**src/rtl/rx_pkg.sv**
```systemverilog
// Shared definitions for the UART receive command path: command bytes, FSM
// states and the bit positions of the one-hot operation enables.
package rx_pkg;

  localparam logic [7:0] CMD_LOAD_A = 8'h01;
  localparam logic [7:0] CMD_LOAD_B = 8'h02;
  localparam logic [7:0] CMD_READ   = 8'h03;
  localparam logic [7:0] CMD_SUM    = 8'h04;
  localparam logic [7:0] CMD_AVG    = 8'h05;
  localparam logic [7:0] CMD_EUC    = 8'h06;
  localparam logic [7:0] CMD_MAN    = 8'h07;
  localparam logic [7:0] CMD_DOT    = 8'h08;

  typedef enum logic [1:0] {
    IDLE,
    LOAD,
    FINISH
  } rx_state_t;

  // Same bit order as the transmit controller: {dot, man, euc, avg, sum, read}
  localparam int EN_READ = 0;
  localparam int EN_SUM  = 1;
  localparam int EN_AVG  = 2;
  localparam int EN_EUC  = 3;
  localparam int EN_MAN  = 4;
  localparam int EN_DOT  = 5;
  localparam int N_OPS   = 6;

endpackage

```
**src/rtl/rx_cmd_ctrl_if.sv**
```systemverilog
// Bundle between the UART receiver / core and the receive command controller.
// The master modport is the controller's view; slave is the environment's.
interface rx_cmd_ctrl_if #(
  parameter int ADDR_W = 10
);
  import rx_pkg::*;

  logic              rx_ready;
  logic [7:0]        rx_data;
  logic              proc_busy;
  logic              wr_en;
  logic              wr_sel;
  logic [ADDR_W-1:0] wr_addr;
  logic [7:0]        wr_data;
  logic [N_OPS-1:0]  enables;
  logic              load_done;
  logic              busy;
  logic              error;

  modport master (
    input  rx_ready, rx_data, proc_busy,
    output wr_en, wr_sel, wr_addr, wr_data, enables, load_done, busy, error
  );

  modport slave (
    output rx_ready, rx_data, proc_busy,
    input  wr_en, wr_sel, wr_addr, wr_data, enables, load_done, busy, error
  );

endinterface

```
**src/rtl/rx_cmd_ctrl_decoder.sv**
```systemverilog
// Purely combinational command byte decode: one-hot operation select plus
// flags telling the controller whether the byte is an operation or a load.
module cmd_decoder
  import rx_pkg::*;
(
  input  logic [7:0]       cmd_byte,
  output logic [N_OPS-1:0] op_onehot,
  output logic             op_valid,
  output logic             is_load,
  output logic             load_sel
);

  always_comb begin
    op_onehot = '0;
    op_valid  = 1'b0;
    is_load   = 1'b0;
    load_sel  = 1'b0;
    case (cmd_byte)
      CMD_LOAD_A: is_load = 1'b1;
      CMD_LOAD_B: begin
        is_load  = 1'b1;
        load_sel = 1'b1;
      end
      CMD_READ: begin op_valid = 1'b1; op_onehot[EN_READ] = 1'b1; end
      CMD_SUM:  begin op_valid = 1'b1; op_onehot[EN_SUM]  = 1'b1; end
      CMD_AVG:  begin op_valid = 1'b1; op_onehot[EN_AVG]  = 1'b1; end
      CMD_EUC:  begin op_valid = 1'b1; op_onehot[EN_EUC]  = 1'b1; end
      CMD_MAN:  begin op_valid = 1'b1; op_onehot[EN_MAN]  = 1'b1; end
      CMD_DOT:  begin op_valid = 1'b1; op_onehot[EN_DOT]  = 1'b1; end
      default: ;
    endcase
  end

endmodule

```
**src/rtl/rx_cmd_ctrl.sv**
```systemverilog
// Receive-side command controller: decodes command bytes, streams vector payloads
// into memory A/B and pulses operation enables. RX_TIMEOUT_EN adds a payload gap timeout.
module rx_cmd_ctrl
  import rx_pkg::*;
#(
  parameter int N_ELEM         = 1024,
  parameter int ADDR_W         = $clog2(N_ELEM),
  parameter int TIMEOUT_CYCLES = 1_000_000
) (
  input logic           clk,
  input logic           reset,
  rx_cmd_ctrl_if.master bus
);

  rx_state_t         state_q, state_d;
  logic [ADDR_W-1:0] cnt_q, cnt_d;
  logic              wr_en_q, wr_en_d;
  logic              wr_sel_q, wr_sel_d;
  logic [ADDR_W-1:0] wr_addr_q, wr_addr_d;
  logic [7:0]        wr_data_q, wr_data_d;
  logic [N_OPS-1:0]  enables_q, enables_d;
  logic              load_done_q, load_done_d;
  logic              busy_q, busy_d;
  logic              error_q, error_d;

  logic [N_OPS-1:0]  op_onehot;
  logic              op_valid;
  logic              is_load;
  logic              load_sel;
  logic              last_elem;
  logic              timeout_hit;

  cmd_decoder u_dec (
    .cmd_byte  (bus.rx_data),
    .op_onehot (op_onehot),
    .op_valid  (op_valid),
    .is_load   (is_load),
    .load_sel  (load_sel)
  );

  assign last_elem = (cnt_q == ADDR_W'(N_ELEM - 1));

`ifdef RX_TIMEOUT_EN
  localparam int GAP_W = $clog2(TIMEOUT_CYCLES + 1);

  logic [GAP_W-1:0] gap_q, gap_d;

  // An arriving byte beats the limit, so the timeout only fires on an empty cycle
  assign timeout_hit = (state_q == LOAD) && !bus.rx_ready &&
                       (gap_q == GAP_W'(TIMEOUT_CYCLES - 1));

  always_comb begin
    gap_d = '0;
    if (state_q == LOAD && !bus.rx_ready && !timeout_hit) begin
      gap_d = gap_q + GAP_W'(1);
    end
  end

  always_ff @(posedge clk) begin
    if (reset) begin
      gap_q <= '0;
    end else begin
      gap_q <= gap_d;
    end
  end
`else
  assign timeout_hit = 1'b0;
`endif

  always_ff @(posedge clk) begin
    if (reset) begin
      state_q     <= IDLE;
      cnt_q       <= '0;
      wr_en_q     <= 1'b0;
      wr_sel_q    <= 1'b0;
      wr_addr_q   <= '0;
      wr_data_q   <= '0;
      enables_q   <= '0;
      load_done_q <= 1'b0;
      busy_q      <= 1'b0;
      error_q     <= 1'b0;
    end else begin
      state_q     <= state_d;
      cnt_q       <= cnt_d;
      wr_en_q     <= wr_en_d;
      wr_sel_q    <= wr_sel_d;
      wr_addr_q   <= wr_addr_d;
      wr_data_q   <= wr_data_d;
      enables_q   <= enables_d;
      load_done_q <= load_done_d;
      busy_q      <= busy_d;
      error_q     <= error_d;
    end
  end

  // FINISH decodes an incoming byte exactly like IDLE so a command there is not lost
  always_comb begin
    state_d = state_q;
    case (state_q)
      IDLE, FINISH: state_d = (bus.rx_ready && is_load) ? LOAD : IDLE;
      LOAD: begin
        if (bus.rx_ready && last_elem) begin
          state_d = FINISH;
        end else if (timeout_hit) begin
          state_d = IDLE;
        end
      end
      default: state_d = IDLE;
    endcase
  end

  // busy stays up through the cycle that carries load_done
  always_comb begin
    cnt_d       = cnt_q;
    wr_en_d     = 1'b0;
    wr_sel_d    = wr_sel_q;
    wr_addr_d   = wr_addr_q;
    wr_data_d   = wr_data_q;
    enables_d   = '0;
    load_done_d = (state_q == FINISH);
    error_d     = timeout_hit;
    busy_d      = (state_d != IDLE) || (state_q == FINISH);
    if (bus.rx_ready) begin
      if (state_q == LOAD) begin
        wr_en_d   = 1'b1;
        wr_addr_d = cnt_q;
        wr_data_d = bus.rx_data;
        if (!last_elem) begin
          cnt_d = cnt_q + ADDR_W'(1);
        end
      end else if (is_load) begin
        wr_sel_d = load_sel;
        cnt_d    = '0;
      end else if (op_valid && !bus.proc_busy) begin
        enables_d = op_onehot;
      end else begin
        error_d = 1'b1;
      end
    end
  end

  assign bus.wr_en     = wr_en_q;
  assign bus.wr_sel    = wr_sel_q;
  assign bus.wr_addr   = wr_addr_q;
  assign bus.wr_data   = wr_data_q;
  assign bus.enables   = enables_q;
  assign bus.load_done = load_done_q;
  assign bus.busy      = busy_q;
  assign bus.error     = error_q;

endmodule

```
**src/flat_wrapper.sv**
```systemverilog
// flat-port wrapper written by rule: the top's interface ports become plain ports
module rx_cmd_ctrl_flat import rx_pkg::*;
#(
  parameter int N_ELEM         = 1024,
  parameter int ADDR_W         = $clog2(N_ELEM),
  parameter int TIMEOUT_CYCLES = 1_000_000
)
  (clk, reset, bus_rx_ready, bus_rx_data, bus_proc_busy, bus_wr_en, bus_wr_sel, bus_wr_addr, bus_wr_data, bus_enables, bus_load_done, bus_busy, bus_error);
  rx_cmd_ctrl_if #(.ADDR_W(ADDR_W)) bus_i ();
  input logic clk;
  input logic reset;
  input wire logic [$bits(bus_i.rx_ready)-1:0] bus_rx_ready;
  input wire logic [$bits(bus_i.rx_data)-1:0] bus_rx_data;
  input wire logic [$bits(bus_i.proc_busy)-1:0] bus_proc_busy;
  output wire logic [$bits(bus_i.wr_en)-1:0] bus_wr_en;
  output wire logic [$bits(bus_i.wr_sel)-1:0] bus_wr_sel;
  output wire logic [$bits(bus_i.wr_addr)-1:0] bus_wr_addr;
  output wire logic [$bits(bus_i.wr_data)-1:0] bus_wr_data;
  output wire logic [$bits(bus_i.enables)-1:0] bus_enables;
  output wire logic [$bits(bus_i.load_done)-1:0] bus_load_done;
  output wire logic [$bits(bus_i.busy)-1:0] bus_busy;
  output wire logic [$bits(bus_i.error)-1:0] bus_error;
  assign bus_i.rx_ready = bus_rx_ready;
  assign bus_i.rx_data = bus_rx_data;
  assign bus_i.proc_busy = bus_proc_busy;
  assign bus_wr_en = bus_i.wr_en;
  assign bus_wr_sel = bus_i.wr_sel;
  assign bus_wr_addr = bus_i.wr_addr;
  assign bus_wr_data = bus_i.wr_data;
  assign bus_enables = bus_i.enables;
  assign bus_load_done = bus_i.load_done;
  assign bus_busy = bus_i.busy;
  assign bus_error = bus_i.error;
  rx_cmd_ctrl #(.N_ELEM(N_ELEM), .ADDR_W(ADDR_W), .TIMEOUT_CYCLES(TIMEOUT_CYCLES)) u_core (.clk(clk), .reset(reset), .bus(bus_i));
endmodule
```
**config.mk**
```make
export PLATFORM = sky130hd
export DESIGN_NAME = rx_cmd_ctrl_flat
export DESIGN_NICKNAME = d
export VERILOG_FILES = /design/src/rtl/rx_pkg.sv /design/src/rtl/rx_cmd_ctrl_if.sv /design/src/rtl/rx_cmd_ctrl_decoder.sv /design/src/rtl/rx_cmd_ctrl.sv /design/src/flat_wrapper.sv
export SDC_FILE = /design/constraint.sdc
export NUM_CORES = 1
export LEC_CHECK = 0
export ABC_AREA = 1
export BUFFER_PORTS_ARGS = -buffer_cell sky130_fd_sc_hd__buf_4
export CORE_ASPECT_RATIO = 0.8
export CORE_MARGIN = 5
export CORE_UTILIZATION = 40
export CTS_CLUSTER_SIZE = 20
export DETAILED_ROUTE_END_ITERATION = 10
export PLACE_DENSITY = 0.72
export SYNTH_ARGS = -nofsm -noshare
export SYNTH_HDL_FRONTEND = slang
export SYNTH_SLANG_ARGS = --single-unit
```
**constraint.sdc**
```tcl
create_clock -name clk -period 1.4 [get_ports clk]
set_input_delay 0.28 -clock clk [delete_from_list [all_inputs] [get_ports clk]]
set_output_delay 0.28 -clock clk [all_outputs]
set_load 0.1 [all_outputs]
```
==> results.yml, run 1 <==
synth:
  synth_top_cell_area_share_pct: 45.71
  ys_warn_count: 0
  yosysUniqueCellTypes: 30
  syn-num-nets: 256
  synth.ff_latch_count: 41
  synth_top_area_cell: "dfxtp_1"
  syn_area_per_cell_sq_um: 7.389
  postSynthCellCount: 243
  syn_area_sq_mm: 0.001795
  synth_seq_area_share_pct: 45.71
  ys_top_cells_by_area: "dfxtp_1, nor2_1, nand2_1, o21ai_0, a21oi_1"
layout:
  final_common_cell: "buf_4"
  final_cell_mix: "buf_4, nor2_1, nand2_1"
  synthToLayoutAreaGrowth_pct: 39.23
  ff_latch_area_sq_um: 828.3
  final_cell_area_sq_mm: 0.002500
  nFillCells: 400
  drive_gt1_share_pct: 31.72
  multi_input_area_sq_um: 885.9
  fin_nets: 321
  diodes: 0
flow_run:
  maxCapViolCount: 0
grt:
  antenna_found_initial: 0
  grt_start_max_net_pins: 16
  gr-usage-all-layers_pct: 14.95
  grt_remaining_overflow: 0
  grt_pass1_vias: 1523
  grt_first_pass_wirelength_mm: 7.203
timing:
  maxSlewViolCount: 0
  period_minus_slack_ps: 1397
  worst_slew_margin_rel_pct: 81.85
  fmax_ghz: 0.7160
  setup_viol: 0
  final.period_utilization_pct: 99.76
  clock-skew-final_ps: 7.597
  tightest_slew_ps: 271.2
  whs_ps: 175.4
  rsz0062_at_grt: "yes"
  final.setup.tns_ps: 0
  fin_ws_ps: 3.350
  hold_violations: 0
setup_path:
  r2r-start: "u_core.cnt_q[1]$_SDFFE_PP0P_"
  path_delay_family: "flip-flops"
  crit_slowest_cell: "dfxtp_4"
  critPathKind: "register to register"
  critPathCaptureType: "register"
  start_kind: "register"
  r2r_setup_slack_ps: 3
  worst_path_largest_cell_delay_ps: 370
  rr_endpoint: "u_core.state_q[0]$_SDFF_PP0_"
  worstPathArrival_ps: 1570
  critPathLaunch: "u_core.cnt_q[1]$_SDFFE_PP0P_"
  path_cells: "ha_4 -> nand2_2 -> nor2_4 -> nand3_4 -> buf_4 -> o21ai_0 -> a21oi_1"
  critPathMaxFanout: 3
  ff2ff_path_depth: 7
  crit_required_ps: 1570
  path_buf_inv: 1
place:
  globalplace.congestion: 0.8338
  place_ws_ps: -56.90
  place_area_sq_mm: 0.002320
  io_buffer_count: 40
  hpwl_mm: 3.242
min_path:
  hold_depth: 2
  hold_path_end: "u_core.bus.wr_en$_SDFF_PP0_"
  worstHoldStart: "reset"
  hold_class: "primary input to register"
route:
  drtIter0Drc: 112
  drc: 0
  num_vias: 1734
  ant_nets: 0
  drt-wirelength-per-cell_microns: 12.07
  drt-total-wl_mm: 4.418
  vias_per_cell: 4.738
  drtPass1Iterations: 4
die:
  num_rows: 21
  start_util_pct: 42.18
  die-area_sq_mm: 0.005937
  die_h_microns: 69.93
  die_w_microns: 84.91
  coreArea_sq_mm: 0.004257
  num_io_pins: 41
cts:
  numClockSinks: 41
  clock_path_buffers: 2
  cts_inserted_buffers: 5
  path_clk_slew_ps: 80
  cts_tree: "done"
  htree_num_levels: 2
  clkLatencyLatePin_ps: 290
  root_buffer: "clkbuf_8"
power_and_ir_drop:
  powerDensity_mw_per_mm2: 913.8
  leakagePower_nw: 1.155
  vdd_drop_max_uv: 541.3
  total_power_mw: 2.284
status:
  status: "finished clean"
==> state kept, by name, indices dropped and copies added, names as in the netlist <==
| register | count |
|---|---|
| u_core.bus.wr_en | 1 |
| u_core.bus.wr_addr | 10 |
| u_core.bus.busy | 1 |
| u_core.bus.error | 1 |
| u_core.state_q | 2 |
| u_core.bus.wr_data | 8 |
| u_core.bus.wr_sel | 1 |
| u_core.bus.load_done | 1 |
| u_core.cnt_q | 10 |
| u_core.bus.enables | 6 |
==> per-layer routing <==
| layer | routed length, microns | track usage (%) | vias up |
|---|---|---|---|
| li1 | - | - | 909 |
| met1 | 2142 | 21.39 | 771 |
| met2 | 1924 | 21.11 | 49 |
| met3 | 298 | 5.170 | 5 |
| met4 | 53 | 4.218 | 0 |
| met5 | 0 | 0 | - |
==> worst max-delay path by stage <==
stage	to	slack [ps]	cells past startpoint
2_1_floorplan	u_core.cnt_q[2]$_SDFFE_PP0P_	10	9
3_3_place_gp	u_core.bus.wr_data[4]$_SDFFE_PP0P_	-9	7
3_5_place_dp	u_core.bus.enables[3]$_SDFF_PP0_	-60	9
4_1_cts	u_core.cnt_q[9]$_SDFFE_PP0P_	10	10
5_1_grt	u_core.state_q[0]$_SDFF_PP0_	-80	7
6_report	u_core.state_q[0]$_SDFF_PP0_	3	7
==> Yosys cell counts (all sizes together) <==
master,number
nor3b,1
nor2,52
o21bai,1
buf,6
clkinv,1
nand4,2
clkbuf,2
o21ai,22
a21oi,19
xnor2,1
inv,23
ha,1
nand2,47
and3,1
nor3,3
dfxtp,41
a31oi,1
nand3,19
==> through the flow <==
stage / utilization [%] / std cells
global route: 58.73 / 366
CTS: 57.32 / 364
floorplan: - / 243
global placement: 54.50 / 356
finish: 58.73 / 366
detailed placement: 54.50 / 356
==> layout make-up <==
cell class                      count  area share (%)
Multi-Input combinational cell    170           35.44
Sequential cell                    41           33.13
Timing Repair Buffer               66           20.27
Inverter                           24           3.654
Clock buffer                        7           3.453
Tap cell                           57           2.853
Clock inverter                      1           1.201
==> cell families (layout without fill, tap and decap cells) <==
group	Yosys count	in the layout	synth area share, %
xor gates and xnor gates	1	1	0.4879
adders and majority gates	1	1	0.6968
and+or+nand+nor	125	125	32.96
AOI/OAI and AO/OA	43	43	12.40
buffers and inverters	32	98	7.734
DFF	41	41	45.71
==> what timing repair did <==
item	4_1_cts	5_1_grt
pin swaps	0	2
hold buffers	0	0
endpoints found under the setup margin	3	29
buffers inserted	0	2
resized for setup	1	11
==> power by group <==
group / internal [mW] / total [mW] / switching [mW] / leakage [nW]
Combinational: 0.0562 / 0.143 / 0.0864 / 0.764
Sequential: 1.16 / 1.17 / 0.00162 / 0.332
Clock: 0.581 / 0.975 / 0.394 / 0.0585
Total: 1.80 / 2.28 / 0.482 / 1.15
Note: power is estimated with default switching activity, not from simulation.
==> run 2, diff against run 1 <==
--- a/config.mk
+++ b/config.mk
@@ -13,6 +13,7 @@
 export CTS_CLUSTER_SIZE = 20
 export DETAILED_ROUTE_END_ITERATION = 10
 export PLACE_DENSITY = 0.72
+export SETUP_SLACK_MARGIN = 0.3
 export SYNTH_ARGS = -nofsm -noshare
 export SYNTH_HDL_FRONTEND = slang
 export SYNTH_SLANG_ARGS = --single-unit
==> run 2 against run 1 <==
Net effect: die area stayed put; power is 8.7% lower; clock-buffer cell count is 2 lower; maximum frequency is 0.12% lower; clock skew is 0.75 ps lower; non-clock buffer count is 13 higher; flip-flop and latch count stayed put; sequential power hardly changed; critical path type unchanged; critical endpoint is now u_core.cnt_q[1]$_SDFFE_PP0P_.
==> results.yml, run 2 (synthesis results as in run 1) <==
cts:
  path_clk_slew_ps: 80
  cts_inserted_buffers: 5
  htree_num_levels: 2
  clock_path_buffers: 2
  cts_tree: "done"
  numClockSinks: 41
  clkLatencyLatePin_ps: 290
  root_buffer: "clkbuf_8"
  cts_hold_buf: 0
route:
  drt-total-wl_mm: 5.942
  ant_nets: 0
  drtPass1Iterations: 4
  drt-wirelength-per-cell_microns: 15.64
  vias_per_cell: 5.066
  drc: 0
  num_vias: 1925
  drtIter0Drc: 114
min_path:
  hold_class: "primary input to register"
  hold_depth: 2
  hold_path_end: "u_core.cnt_q[7]$_SDFFE_PP0P_"
  worstHoldStart: "reset"
timing:
  tightest_slew_ps: 299.8
  maxSlewViolCount: 0
  rsz0062_at_grt: "yes"
  worst_slew_margin_rel_pct: 79.86
  period_minus_slack_ps: 1398
  hold_violations: 0
  final.period_utilization_pct: 99.88
  clock-skew-final_ps: 6.849
  fmax_ghz: 0.7151
  setup_viol: 0
setup_path:
  r2r_setup_slack_ps: 2
  critPathCaptureType: "register"
  r2r-start: "u_core.state_q[0]$_SDFF_PP0_"
  critPathKind: "register to register"
  worstPathArrival_ps: 1580
  worst_path_largest_cell_delay_ps: 330
  rr_endpoint: "u_core.cnt_q[1]$_SDFFE_PP0P_"
  ff2ff_path_depth: 10
  path_depth: 10
  path_cells: "inv_2 -> nor2_4 -> inv_2 -> nor2_4 -> buf_6 -> nand2_8 -> nand2_8 -> clkinv_2 -> a21oi_2 -> nor2_1"
  path_buf_inv: 4
  crit_required_ps: 1580
  critPathMaxFanout: 6
  crit_slowest_cell: "dfxtp_2"
  start_kind: "register"
  path_delay_family: "simple AND/OR/NAND/NOR gates"
die:
  num_io_pins: 41
  num_rows: 21
  die_w_microns: 84.91
  die-area_sq_mm: 0.005937
  coreArea_sq_mm: 0.004257
  start_util_pct: 42.18
  die_h_microns: 69.93
layout:
  final_cell_mix: "nor2_1, nand2_1, buf_4"
  fin_nets: 335
  fin_util_pct: 73.87
  drive_gt1_share_pct: 51.70
  diodes: 0
  synthToLayoutAreaGrowth_pct: 75.12
  final_cell_area_sq_mm: 0.003144
  final_common_cell: "nor2_1"
  nFillCells: 290
status:
  status: "finished clean"
place:
  globalplace.congestion: 0.9370
  hpwl_mm: 3.349
  place_area_sq_mm: 0.002359
  io_buffer_count: 40
grt:
  grt_pass1_vias: 1707
  grt_first_pass_wirelength_mm: 8.397
  grt_start_max_net_pins: 15
  grt_remaining_overflow: 0
  gr-usage-all-layers_pct: 17.57
  antenna_found_initial: 0
power_and_ir_drop:
  powerDensity_mw_per_mm2: 663.2
  swShare_pct: 25.07
  leakagePower_nw: 1.351
  clkPwrFrac_pct: 36.8
  pwr-share-comb_pct: 7.6
  p_int_mw: 1.562
  power_switching_mw: 0.5228
  total_power_mw: 2.085
  p_seq_share_pct: 55.6
  vdd_drop_max_uv: 702.3
flow_run:
  maxCapViolCount: 0
## run 2: changes by cell type in the layout (fill, tap and decap cells not counted), moves of 5 or more
cell / change
buf_12: +29
nand3_1: -5
dfxtp_4: +5
buf_6: +8
buf_4: -25
nand3_2: +5
dfxtp_2: +27
dfxtp_1: -32
o21ai_0: -11
o21ai_2: +8
## run 2: how the worst max path moves through the flow
stage / from / endpoint / slack (ps)
2_1_floorplan: u_core.cnt_q[1]$_SDFFE_PP0P_ / u_core.cnt_q[2]$_SDFFE_PP0P_ / 20
3_3_place_gp: bus_rx_data[2] / u_core.cnt_q[9]$_SDFFE_PP0P_ / -20
3_5_place_dp: bus_rx_data[3] / u_core.cnt_q[9]$_SDFFE_PP0P_ / -60
4_1_cts: u_core.cnt_q[0]$_SDFFE_PP0P_ / u_core.cnt_q[2]$_SDFFE_PP0P_ / 80
5_1_grt: u_core.state_q[0]$_SDFF_PP0_ / u_core.cnt_q[1]$_SDFFE_PP0P_ / -100
6_report: u_core.state_q[0]$_SDFF_PP0_ / u_core.cnt_q[1]$_SDFFE_PP0P_ / 2
## run 2: final cells by class
| class | count | area, sq um | area share [%] |
|---|---|---|---|
| Sequential cell | 41 | 880.8 | 28.01 |
| Clock inverter | 3 | 16.27 | 0.5173 |
| Multi-Input combinational cell | 171 | 1018 | 32.39 |
| Clock buffer | 5 | 68.82 | 2.189 |
| Tap cell | 57 | 71.32 | 2.268 |
| Inverter | 24 | 91.34 | 2.905 |
| Timing Repair Buffer | 79 | 997.2 | 31.72 |
## run 2: repair_timing
item / in CTS / in global routing
gates resized for setup: 103 / 46
buffers inserted: 6 / 11
gates cloned: 1 / 2
endpoints found under the setup margin: 67 / 68
pin swaps: 6 / 6
## run 2: worst reg2reg max path, delay by kind of cell, from the launching register on
family | cells | cell delay [ps]
flops | 1 | 330
simple gates | 5 | 550
buf+inv | 4 | 330
compound gates | 1 | 90
## run 2: routing by layer
metal,part of all wire [%],vias to the layer above,global-route usage [%]
met1,41,910,23.20
met3,6.2,6,4.348
met5,0,-,0
met4,1.2,0,3.866
li1,-,940,-
met2,52,69,29.02
## run 2: through the flow
step	TNS [ps]	worst slack, ps	hold WS (ps)	cells
3_5_place_dp	-174.0	-57.01	447.3	352
2_1_floorplan	0	16.03	414.8	243
4_1_cts	0	75.28	194.5	367
6_report	0	1.655	202.9	380
3_3_place_gp	-18.35	-16.04	432.9	352
5_1_grt	-936.3	-96.65	203.8	380
## run 2: power by group through the flow
stage / logic [mW] / clock network (mW) / registers, mW
after CTS: 0.148 / 0.772 / 1.17
after floorplan: 0.0507 / 0 / 1.22
after global placement: 0.134 / 0 / 1.20
final: 0.159 / 0.767 / 1.16
after global routing: 0.170 / 0.828 / 1.16
after detailed placement: 0.135 / 0 / 1.20
==> run 3, diff against run 2 <==
--- a/config.mk
+++ b/config.mk
@@ -5,14 +5,14 @@
 export SDC_FILE = /design/constraint.sdc
 export NUM_CORES = 1
 export LEC_CHECK = 0
-export ABC_AREA = 1
 export BUFFER_PORTS_ARGS = -buffer_cell sky130_fd_sc_hd__buf_4
 export CORE_ASPECT_RATIO = 0.8
 export CORE_MARGIN = 5
 export CORE_UTILIZATION = 40
 export CTS_CLUSTER_SIZE = 20
 export DETAILED_ROUTE_END_ITERATION = 10
-export PLACE_DENSITY = 0.72
+export PLACE_DENSITY = 0.73
+export REMOVE_ABC_BUFFERS = 1
 export SETUP_SLACK_MARGIN = 0.3
 export SYNTH_ARGS = -nofsm -noshare
 export SYNTH_HDL_FRONTEND = slang
==> constraint.sdc (replaced) <==
create_clock -name clk -period 1.4 [get_ports clk]
set_input_delay 0 -clock clk [delete_from_list [all_inputs] [get_ports clk]]
set_output_delay 0 -clock clk [all_outputs]
set_load 0.1 [all_outputs]
==> run 3 against run 2 <==
Net effect: the flow now finishes with violations (setup timing); non-clock buffer count rose by 14; via count decreased by 6.5%; power grew 13%; die area shrank 3.8%; synthesized area down 4.3%; synthesized cell count is 21% lower; global-route usage up 0.36 points; flip-flop and latch count unchanged; clock power rose by 32%; register-to-register slack lost 110 ps; first-iteration DRC count up 5.3%; core utilization decreased by 2.3 points; critical path type unchanged; largest cell class unchanged; highest routed layer unchanged.
==> results.yml, run 3 <==
timing:
  fmax_ghz: 0.6638
  period_minus_slack_ps: 1507
  tightest_slew_ps: 483.9
  clock-skew-final_ps: 13.16
  fin_ws_ps: -106.5
  maxSlewViolCount: 0
  final.period_utilization_pct: 107.6
  final.setup.tns_ps: -128.5
  hold_violations: 0
  setup_viol: 2
  whs_ps: 1.071
  rsz0062_at_grt: "yes"
  worst_slew_margin_rel_pct: 67.64
route:
  drt-wirelength-per-cell_microns: 17.63
  num_vias: 1800
  drc: 0
  drtIter0Drc: 120
  drt-total-wl_mm: 6.013
  drtPass1Iterations: 4
  ant_nets: 0
  vias_per_cell: 5.279
cts:
  cts_inserted_buffers: 5
  path_clk_slew_ps: 90
  cts_tree: "done"
  clkLatencyLatePin_ps: 300
  htree_num_levels: 2
  clock_path_buffers: 2
  root_buffer: "clkbuf_8"
  numClockSinks: 41
synth:
  syn_area_per_cell_sq_um: 8.901
  synthFlopType: "dfxtp_1"
  async_reset_ff_share_pct: 0
  synth_most_common_cell: "nand2_1"
  yosysUniqueCellTypes: 45
  synth_top_area_cell: "dfxtp_1"
  ys_top_cells_by_area: "dfxtp_1, nand2_1, a21oi_1, nand4bb_4, a211oi_1"
  ys_warn_count: 0
  syn_area_sq_mm: 0.001718
  synth.ff_latch_count: 41
  postSynthCellCount: 193
  synth_edf_count: 0
  netlist_top_cells_count: "nand2_1, dfxtp_1, a21oi_1"
  synth_seq_area_share_pct: 47.78
  synth_top_cell_area_share_pct: 47.78
layout:
  fin_util_pct: 71.52
  fin_nets: 296
  final_common_cell: "buf_4"
  synthToLayoutAreaGrowth_pct: 73.93
  drive_gt1_share_pct: 54.93
  final_cell_mix: "buf_4, dfxtp_1, nand2_1"
  diodes: 0
setup_path:
  crit_slowest_cell: "or4_1"
  critPathMaxFanout: 6
  critPathCaptureType: "register"
  r2r-start: "u_core.cnt_q[8]$_SDFFE_PP0P_"
  worst_path_largest_cell_delay_ps: 550
  endpoint: "u_core.cnt_q[7]$_SDFFE_PP0P_"
  rr_endpoint: "u_core.cnt_q[7]$_SDFFE_PP0P_"
  crit_required_ps: 1630
  start_kind: "register"
  r2r_setup_slack_ps: -110
  path_cells: "nand2_1 -> nor3_1 -> or4_1 -> a21oi_1"
  ff2ff_path_depth: 4
  critPathLaunch: "u_core.cnt_q[8]$_SDFFE_PP0P_"
  critPathKind: "register to register"
  worstPathArrival_ps: 1740
grt:
  grt_pass1_vias: 1709
  grt_start_max_net_pins: 21
  gr-usage-all-layers_pct: 17.93
  antenna_found_initial: 0
  grt_remaining_overflow: 0
  grt_first_pass_wirelength_mm: 7.983
power_and_ir_drop:
  vdd_drop_max_uv: 345.1
  powerDensity_mw_per_mm2: 792.0
  leakagePower_nw: 1.243
flow_run:
  maxCapViolCount: 0
die:
  num_rows: 21
  num_io_pins: 41
  die_h_microns: 68.62
  coreArea_sq_mm: 0.004178
  start_util_pct: 41.12
  die_w_microns: 83.27
  die-area_sq_mm: 0.005714
min_path:
  hold_class: "primary input to register"
place:
  io_buffer_count: 40
  globalplace.congestion: 0.7806
  hpwl_mm: 2.961
status:
  status: "complete, but fails checks"
  violations: "setup timing"
## run 3: metal layers
metal,wire length [microns],share of wire [%],vias up,GRT usage (%)
met5,0,0,-,0
met3,260,4.3,15,6.532
li1,-,-,865,-
met4,153,2.5,0,6.531
met1,2490,41,871,19.88
met2,3108,52,49,32.40
## run 3: logic make-up (layout without fill, tap and decap cells)
kind of cell,Yosys count,after routing,synth area share (%)
adders and majority gates,1,1,0.7282
AOI/OAI and AO/OA,44,44,16.61
DFF,41,41,47.78
and+or+nand+nor,89,89,29.35
buffers and inverters,15,106,4.005
xor gates and xnor gates,3,3,1.530
## run 3: how the worst min path moves through the flow
stage | from | end | slack [ps] | cells past startpoint
CTS | bus_rx_data[3] | u_core.bus.wr_data[3]$_SDFFE_PP0P_ | 3 | 3
global placement | bus_rx_data[1] | u_core.bus.enables[1]$_SDFF_PP0_ | 220 | 2
finish | bus_rx_data[3] | u_core.bus.wr_data[3]$_SDFFE_PP0P_ | 1 | 3
detailed placement | bus_rx_data[1] | u_core.bus.enables[1]$_SDFF_PP0_ | 220 | 2
floorplan | reset | u_core.bus.wr_addr[0]$_SDFFE_PP0P_ | 70 | 1
global route | bus_rx_data[3] | u_core.bus.wr_data[3]$_SDFFE_PP0P_ | -6 | 3
## run 3: worst max-delay path, delay by kind of cell (launching register included)
family	cells	cell delay, ps
AOI/OAI and AO/OA	1	160
and+or+nand+nor	3	940
DFF	1	340
## run 3: layout make-up
class	count	area, sq um
clock buffers	6	82.58
repair buffers	93	832.0
multi-input cells	137	1109
fillers	261	1190
well taps	57	71.32
clock inverters	2	37.54
flip-flops and latches	41	837.1
inverters	5	18.77
## run 3: what timing repair did
item                                    CTS  global route
endpoints found under the hold margin    17             0
setup buffers                             6             5
gates resized for setup                  41            58
pin swaps                                19            28
endpoints found under the setup margin   30            37
hold buffers                             13             0
gates cloned                              1             0
## run 3: through the flow
stage | setup slack [ps] | instances | cell area (sq um) | total power [mW]
CTS | 21.55 | 336 | 2715 | 2.342
global route | -162.0 | 341 | 2988 | 2.450
floorplan | -307.8 | 183 | 1668 | 1.251
global placement | -87.67 | 308 | 2250 | 1.329
finish | -106.5 | 341 | 2988 | 2.366
detailed placement | -102.6 | 308 | 2250 | 1.331
## run 3: power breakdown
group	switching, mW	total [mW]	internal, mW	leakage, nW
Combinational	0.110	0.195	0.0850	0.850
Clock	0.427	1.01	0.580	0.0574
Sequential	0.00128	1.16	1.16	0.336
Total	0.538	2.37	1.83	1.24
